## src/rtl/dmem_access_unit.sv

```systemverilog
// Load/store unit between the core data port and a synchronous-read data RAM.
// Handles RV32I access sizes, sub-word read-modify-write stores and access faults.
module dmem_access_unit #(
    parameter int unsigned ADDR_W = 10
) (
    input  logic              clk_i,
    input  logic              rst_i,
    input  logic              req_valid_i,
    input  logic              req_write_i,
    input  logic [31:0]       req_addr_i,
    input  logic [2:0]        req_funct3_i,
    input  logic [31:0]       req_wdata_i,
    output logic [31:0]       rdata_o,
    output logic              done_o,
    output logic              fault_o,
    output logic              stall_o,
    output logic [ADDR_W-1:0] ram_address_o,
    output logic              ram_read_o,
    output logic              ram_write_o,
    output logic [31:0]       ram_datain_o,
    input  logic [31:0]       ram_dataout_i
);

    localparam int unsigned BA_W = ADDR_W + 2;

    typedef enum logic [2:0] {
        IDLE,
        LOAD_WAIT,
        RMW_READ,
        RMW_WRITE,
        ACK
    } state_e;

    state_e            state_q, state_d;
    logic [BA_W-1:0]   addr_q, addr_d;
    logic [2:0]        funct3_q, funct3_d;
    logic [15:0]       wdata_q, wdata_d;
    logic [31:0]       merge_q, merge_d;
    logic [31:0]       rdata_q, rdata_d;
    logic              fault_q, fault_d;

    logic              req_fault_c;
    logic              ram_read_c, ram_write_c;
    logic [31:0]       ram_datain_c;
    logic [ADDR_W-1:0] ram_address_c;
    logic [31:0]       load_val_c, merged_c;

    // Request fault detection: illegal funct3, misalignment, address beyond RAM
    always_comb begin
        logic f3_bad;
        logic misalign;
        logic oor;
        if (req_write_i) begin
            f3_bad = req_funct3_i[2] | (req_funct3_i[1:0] == 2'b11);
        end else begin
            f3_bad = (req_funct3_i == 3'b011) | (req_funct3_i[2:1] == 2'b11);
        end
        misalign = ((req_funct3_i[1:0] == 2'b01) && req_addr_i[0]) ||
                   ((req_funct3_i[1:0] == 2'b10) && (req_addr_i[1:0] != 2'b00));
        oor = (req_addr_i >> BA_W) != 32'd0;
        req_fault_c = f3_bad | misalign | oor;
    end

    // Lane extraction with sign/zero extension, and sub-word merge for RMW
    always_comb begin
        logic [31:0] shifted;
        logic [15:0] half;
        logic [4:0]  shamt;
        logic [31:0] mask;
        logic [31:0] ins;
        shifted = ram_dataout_i >> {addr_q[1:0], 3'b000};
        half    = addr_q[1] ? ram_dataout_i[31:16] : ram_dataout_i[15:0];
        case (funct3_q)
            3'b000:  load_val_c = {{24{shifted[7]}}, shifted[7:0]};
            3'b001:  load_val_c = {{16{half[15]}}, half};
            3'b100:  load_val_c = {24'd0, shifted[7:0]};
            3'b101:  load_val_c = {16'd0, half};
            default: load_val_c = ram_dataout_i;
        endcase
        if (funct3_q[1:0] == 2'b00) begin
            shamt = {addr_q[1:0], 3'b000};
            mask  = 32'h0000_00ff << shamt;
            ins   = 32'(wdata_q[7:0]) << shamt;
        end else begin
            shamt = {addr_q[1], 4'b0000};
            mask  = 32'h0000_ffff << shamt;
            ins   = 32'(wdata_q) << shamt;
        end
        merged_c = (ram_dataout_i & ~mask) | (ins & mask);
    end

    always_ff @(posedge clk_i or posedge rst_i) begin
        if (rst_i) begin
            state_q  <= IDLE;
            addr_q   <= '0;
            funct3_q <= '0;
            wdata_q  <= '0;
            merge_q  <= '0;
            rdata_q  <= '0;
            fault_q  <= 1'b0;
        end else begin
            state_q  <= state_d;
            addr_q   <= addr_d;
            funct3_q <= funct3_d;
            wdata_q  <= wdata_d;
            merge_q  <= merge_d;
            rdata_q  <= rdata_d;
            fault_q  <= fault_d;
        end
    end

    always_comb begin
        state_d       = state_q;
        addr_d        = addr_q;
        funct3_d      = funct3_q;
        wdata_d       = wdata_q;
        merge_d       = merge_q;
        rdata_d       = rdata_q;
        fault_d       = fault_q;
        ram_read_c    = 1'b0;
        ram_write_c   = 1'b0;
        ram_datain_c  = 32'd0;
        ram_address_c = addr_q[BA_W-1:2];
        case (state_q)
            IDLE: begin
                if (req_valid_i) begin
                    addr_d        = req_addr_i[BA_W-1:0];
                    funct3_d      = req_funct3_i;
                    wdata_d       = req_wdata_i[15:0];
                    ram_address_c = req_addr_i[BA_W-1:2];
                    if (req_fault_c) begin
                        fault_d = 1'b1;
                        state_d = ACK;
                    end else if (req_write_i && (req_funct3_i[1:0] == 2'b10)) begin
                        ram_write_c  = 1'b1;
                        ram_datain_c = req_wdata_i;
                        state_d      = ACK;
                    end else if (req_write_i) begin
                        ram_read_c = 1'b1;
                        state_d    = RMW_READ;
                    end else begin
                        ram_read_c = 1'b1;
                        state_d    = LOAD_WAIT;
                    end
                end
            end
            LOAD_WAIT: begin
                rdata_d = load_val_c;
                state_d = ACK;
            end
            RMW_READ: begin
                merge_d = merged_c;
                state_d = RMW_WRITE;
            end
            RMW_WRITE: begin
                ram_write_c  = 1'b1;
                ram_datain_c = merge_q;
                state_d      = ACK;
            end
            ACK: begin
                fault_d = 1'b0;
                state_d = IDLE;
            end
            default: state_d = IDLE;
        endcase
    end

    // Strobes are gated by reset so an in-flight write is dropped immediately
    assign ram_read_o    = ram_read_c & ~rst_i;
    assign ram_write_o   = ram_write_c & ~rst_i;
    assign ram_datain_o  = ram_datain_c;
    assign ram_address_o = ram_address_c;
    assign rdata_o       = rdata_q;
    assign fault_o       = fault_q;
    assign done_o        = (state_q == ACK);
    assign stall_o       = req_valid_i & ~done_o;

endmodule

```

## config.mk

```make
export PLATFORM = sky130hd
export DESIGN_NAME = dmem_access_unit
export DESIGN_NICKNAME = d
export VERILOG_FILES = /design/src/rtl/dmem_access_unit.sv
export SDC_FILE = /design/constraint.sdc
export NUM_CORES = 1
export LEC_CHECK = 0
export ABC_AREA = 1
export CELL_PAD_IN_SITES_DETAIL_PLACEMENT = 2
export CELL_PAD_IN_SITES_GLOBAL_PLACEMENT = 2
export CORE_MARGIN = 5
export CORE_UTILIZATION = 27
export DETAILED_ROUTE_END_ITERATION = 10
export PLACE_DENSITY_LB_ADDON = 0.1
export SLEW_MARGIN = 10
export SYNTH_ARGS = -nofsm -noshare
export SYNTH_HDL_FRONTEND = slang
export SYNTH_SLANG_ARGS = --single-unit
```

## constraint.sdc

```tcl
create_clock -name clk_i -period 4.6 [get_ports clk_i]
set_clock_uncertainty 0.1 [all_clocks]
set_input_delay 0.69 -clock clk_i [delete_from_list [all_inputs] [get_ports clk_i]]
set_output_delay 0.69 -clock clk_i [all_outputs]
set_load 0.02 [all_outputs]
```

Yosys cells after proc, flatten, opt, wreduce, memory -nomap -nowiden
Cells that the tools add are included.

storage, ports and cells
  register bits after elaboration = 99
  bits of input ports = 103
  output and inout bits = 79
  word-level logic and storage cells = 79

operators by class
  equal/unequal tests = 14
  shift operators = 5
  muxes and demuxes = 27
  bitwise operators = 13
  reductions and logical operators = 13

operators with widths
  operator               number
  $mux 32                5
  $pmux 32 s4            1
  $and 32x32->32         2
  $pmux 32 s2            1
  $not 32->32            1
  $or 32x32->32          1
  $reduce_bool 32->1     1
  $shl 16x5->32          1
  $shl 16x5->32 const A  1
  $shl 8x5->32           1
  $shl 8x5->32 const A   1
  $shr 32x5->8           1
  $mux 10                2
  $mux 16                1
  $mux 1                 10
  $eq 3x2->1 const B     3
  $eq 3x3->1 const B     3
  $mux 3                 3
  $pmux 3 s3             1
  $eq 2x2->1 const B     3
  $eq 3x1->1 const B     2
  $logic_not 3->1        2
  $ne 2x2->1 const B     2
  $or 1x1->1             4
  other kinds (12)       19

Logic depth before layout (Yosys ltp)
Gate-level depths: netlist (run 1).

  word-level depth = 9
  depth in mapped cells = 10
  gate-level depth less buffers = 10

Least setup slack after synthesis (run 1)
No wires, ideal clock.

  path kind = input to output
  start = input req_addr_i[27]
  end = output ram_datain_o[24]
  data arrival time = 1.786 ns
  required time = 3.810 ns
  path slack = 2.024 ns
  stages = 7
  buffers on the path = 0
  cell sequence = nor2_1 -> nand2_1 -> nor2_1 -> nand2_1 -> nor2_4 -> nand3_2 -> o21ai_0

on the way
  cells in the longest elaborated chain, start to end = 5

RTL lines
  item                line  RTL
  start: declaration  10    input logic [31:0] req_addr_i,
  $reduce_bool 32->1  60    oor = (req_addr_i >> BA_W) != 32'd0;
  $or 1x1->1          61    req_fault_c = f3_bad | misalign | oor;
  $mux 32             131   if (req_fault_c) begin
  $mux 32             126   if (req_valid_i) begin
  $pmux 32 s2         124   case (state_q)
  end: declaration    20    output logic [31:0] ram_datain_o,

Every way passes these cells.

Final worst setup path (run 1)
  start = input req_funct3_i[1]
  end = output ram_datain_o[6]

on the way
  cells in the longest elaborated chain, start to end = 8
  elaborated cells between the ends (all ways) = 18
  those cells by class = 5 x eq/ne; 5 x mux; 4 x bitwise; 4 x reduce/logical

RTL lines
  item                                               line    RTL
  start: declaration                                 11      input logic [2:0] req_funct3_i,
  $eq 3x2->1, or another cell as far along           56      f3_bad = (req_funct3_i == 3'b011) | (req_funct3_i[2:1] == 2'b11);
  $or 1x1->1, or another cell as far along           56
  $mux 1 / $logic_or 1x1->1 (equally long branches)  53, 58
  $or 1x1->1 (2 in a row)                            61
  $mux 32 (*)                                        131
  $mux 32 (*)                                        126
  $pmux 32 s2 (*)                                    124

Mark *: on every way between the ends. The rest lies on a longest branch, timed or not.

==> flow_metrics.py, run 1 <==
metrics = {
    "synth": {
        "synth_edf_count": 0,
        "netlist_area_um2": 5460,
        "synth-compound-area-share_pct": 18.9,
        "syn_nets": 850,
        "syn_avg_cell_area_um2": 7.30,
        "synthCells": 747,
        "synthSimpleGateAreaFrac_pct": 25.0,
        "async_flop_share_pct": 100,
        "yosysSeqAreaShare_pct": 45.4,
        "synth_cell_types": 29,
        "synth_mux_area_share_pct": 0,
        "synth_top_family_by_area": "simple AND/OR/NAND/NOR gates",
        "yosys_warnings": 0,
        "yosys.area_share.adder_pct": 0,
        "synth-xor-area-share_pct": 0,
        "ys_ff_latch": 99,
        "synth-main-ff-cell": "dfrtp_1",
    },
    "layout": {
        "mostFrequentLayoutCells": "nand2_1, clkdlybuf4s50_1, dfrtp_1",
        "drive_above_1_share_pct": 6.78,
        "mostFrequentLayoutCell": "nand2_1",
        "finalNonFillerCells": 1185,
        "n_fill_cell": 2353,
        "syn2layout_area_growth_pct": 42.1,
        "final-seq-area_um2": 2480,
        "finalNetCount": 1013,
        "fin_util_pct": 38.7,
        "multi_input_area_um2": 2390,
        "antenna_cells": 0,
    },
    "place": {
        "dp_hpwl_um": 17400,
        "dp.cells": 1169,
        "place_ws_ns": 0.600,
        "port_buffers": 181,
        "place_congestion": 0.812,
    },
    "timing": {
        "fin_crit_sh_pct": 86.4,
        "min_period_ns": 3.98,
        "max_freq_ghz": 0.252,
        "timing.final.ws_setup_ns": 0.625,
        "rsz0062_at_grt": "false",
        "fin_setup_tns_ns": 0,
        "drv_slew": 0,
        "setup_violations": 0,
        "worst_slew_pin_slew_ns": 0.949,
        "hold_viol_final": 0,
        "slew_headroom_pct": 36.6,
    },
    "power_and_ir_drop": {
        "power_mw": 3.47,
        "p_leak_nw": 3.54,
        "vdd_drop_max_mv": 0.183,
        "power_density_nw_per_um2": 447,
    },
    "critical_path": {
        "required_ns": 3.81,
        "worstSetupPathType": "primary input to output port",
        "arrival_ns": 3.19,
        "critPathMaxFanout": 16,
        "endpoint_kind": "output port",
        "start_kind": "primary input",
    },
    "clock_tree": {
        "holdBufCountCts": 0,
        "clk_pin_slew_ns": 0.07,
        "clkLatencyLatePin_ns": 0.36,
        "cts_htree_levels": 3,
        "clockBufferDepth": 2,
        "cts-resized-gates": 0,
        "cts.sinks": 99,
        "cts_tree": "yes",
        "post_cts_buffers": 0,
        "cts_buffers": 9,
        "cts-root-buf": "clkbuf_16",
    },
    "global_routing": {
        "grt_max_degree": 63,
        "antenna_found_initial": 1,
        "grt.overflow.total": 0,
        "track_usage_pct": 19.2,
        "grt_pass1_wl_um": 36000,
        "grt_pass1_vias": 6443,
    },
    "routing": {
        "wl_per_cell_um": 18.8,
        "vias": 5788,
        "routed_wl_um": 22200,
        "drt-initial-drc-count": 233,
        "drtAntennaViolNets": 0,
        "dr.pass1.iters": 4,
        "viasPerCell": 4.88,
        "drc_errors": 0,
    },
    "die": {
        "start_util_pct": 27.2,
        "top_level_ports": 182,
        "die_h_um": 152,
        "die-area_um2": 23100,
        "die_w_um": 152,
        "core_um2": 20000,
        "core.rowCount": 52,
    },
    "status": {
        "status": "completed",
    },
    "worst_hold_path": {
        "hp-class": "flip-flop to flip-flop",
    },
    "job": {
        "drv_cap": 0,
    },
}
## final timing paths
| check | startpoint | end | slack (ns) | cells after the start |
|---|---|---|---|---|
| min in group asynchronous | rst_i | addr_q[8] | 0.81 | 2 |
| hold reg to reg | addr_q[7] | addr_q[7] | 0.38 | 2 |
| setup / recovery | req_funct3_i[1] | ram_datain_o[6] | 0.62 | 11 |
| setup reg to reg | state_q[1] | rdata_o[1] | 2.04 | 5 |
| hold / removal | addr_q[7] | addr_q[7] | 0.38 | 2 |
| max in group asynchronous | rst_i | wdata_q[6] | 2.74 | 3 |
## cells in the mapped netlist (8+ instances only)
cell type  instances  area [um^2]
buf_2             15         75.1
inv_1             91          342
clkbuf_1          11         41.3
o22ai_1           28          175
or2_2             10         62.6
nor2_1            68          255
inv_2             10         37.5
o21ai_1           14         70.1
nand4_1            8         50.1
a21oi_1           74          370
nand3_1           22          110
dfrtp_1           99         2480
nand2_1          182          683
o21ai_0           66          330
## routing by layer
metal	share of wire, %	GRT usage, %	wire length (um)
met1	44	24.4	9890
met2	50	33.6	11100
met3	4.5	4.43	991
met4	1.3	4.02	281
met5	0.049	0	11
## flip-flops by register name, indices dropped and copies added, names as in the netlist
| name | flops |
|---|---|
| addr_q | 12 |
| fault_o | 1 |
| funct3_q | 3 |
| merge_q | 32 |
| rdata_o | 32 |
| state_q | 3 |
| wdata_q | 16 |
## report_power, final
group	internal [mW]	leakage, nW	switching (mW)
clock network	0.382	0.143	0.389
registers	1.07	1.12	0.183
logic	0.516	2.27	0.922
total	1.97	3.54	1.49
## critical path: stages
cell and delay [ns]:
clkdlybuf4s50_1 0.48, inv_1 0.12, nor2_1 0.06, nand2_1 0.06, nand2_1 0.07, inv_1 0.06
nand2_1 0.07, nor2_4 0.33, nand2_2 0.33, o22ai_1 0.26, clkdlybuf4s50_1 0.64
## final cells by class
type                    count  share of cell area (%)
flip-flops and latches     99                    32.0
multi-input cells         510                    30.9
clock buffers               9                    2.91
inverters                 102                    4.99
clock inverters             7                   0.823
well taps                 270                    4.36
repair buffers            188                    24.1
## kinds of logic (layout without fill, tap and decap cells)
kind of cell | count (synthesis) | after routing
simple gates | 318 | 318
buf+inv | 138 | 306
compound gates | 192 | 192
flops | 99 | 99
## through the flow
stage	cell area (um^2)	hold WS (ns)
after detailed placement	7460	0.368
after CTS	7750	0.388
after global placement	7460	0.359
after global routing	7750	0.417
after floorplan	5460	0.344
final	7750	0.378
(Power assumes the default switching activity.)
==> inputs of run 2 (changes only) <==
Settings changed: CAP_MARGIN from default to 25, TNS_END_PERCENT from default to 100.
==> results of run 2 <==
Final layout, timing and power as in run 1 (identical DEF).
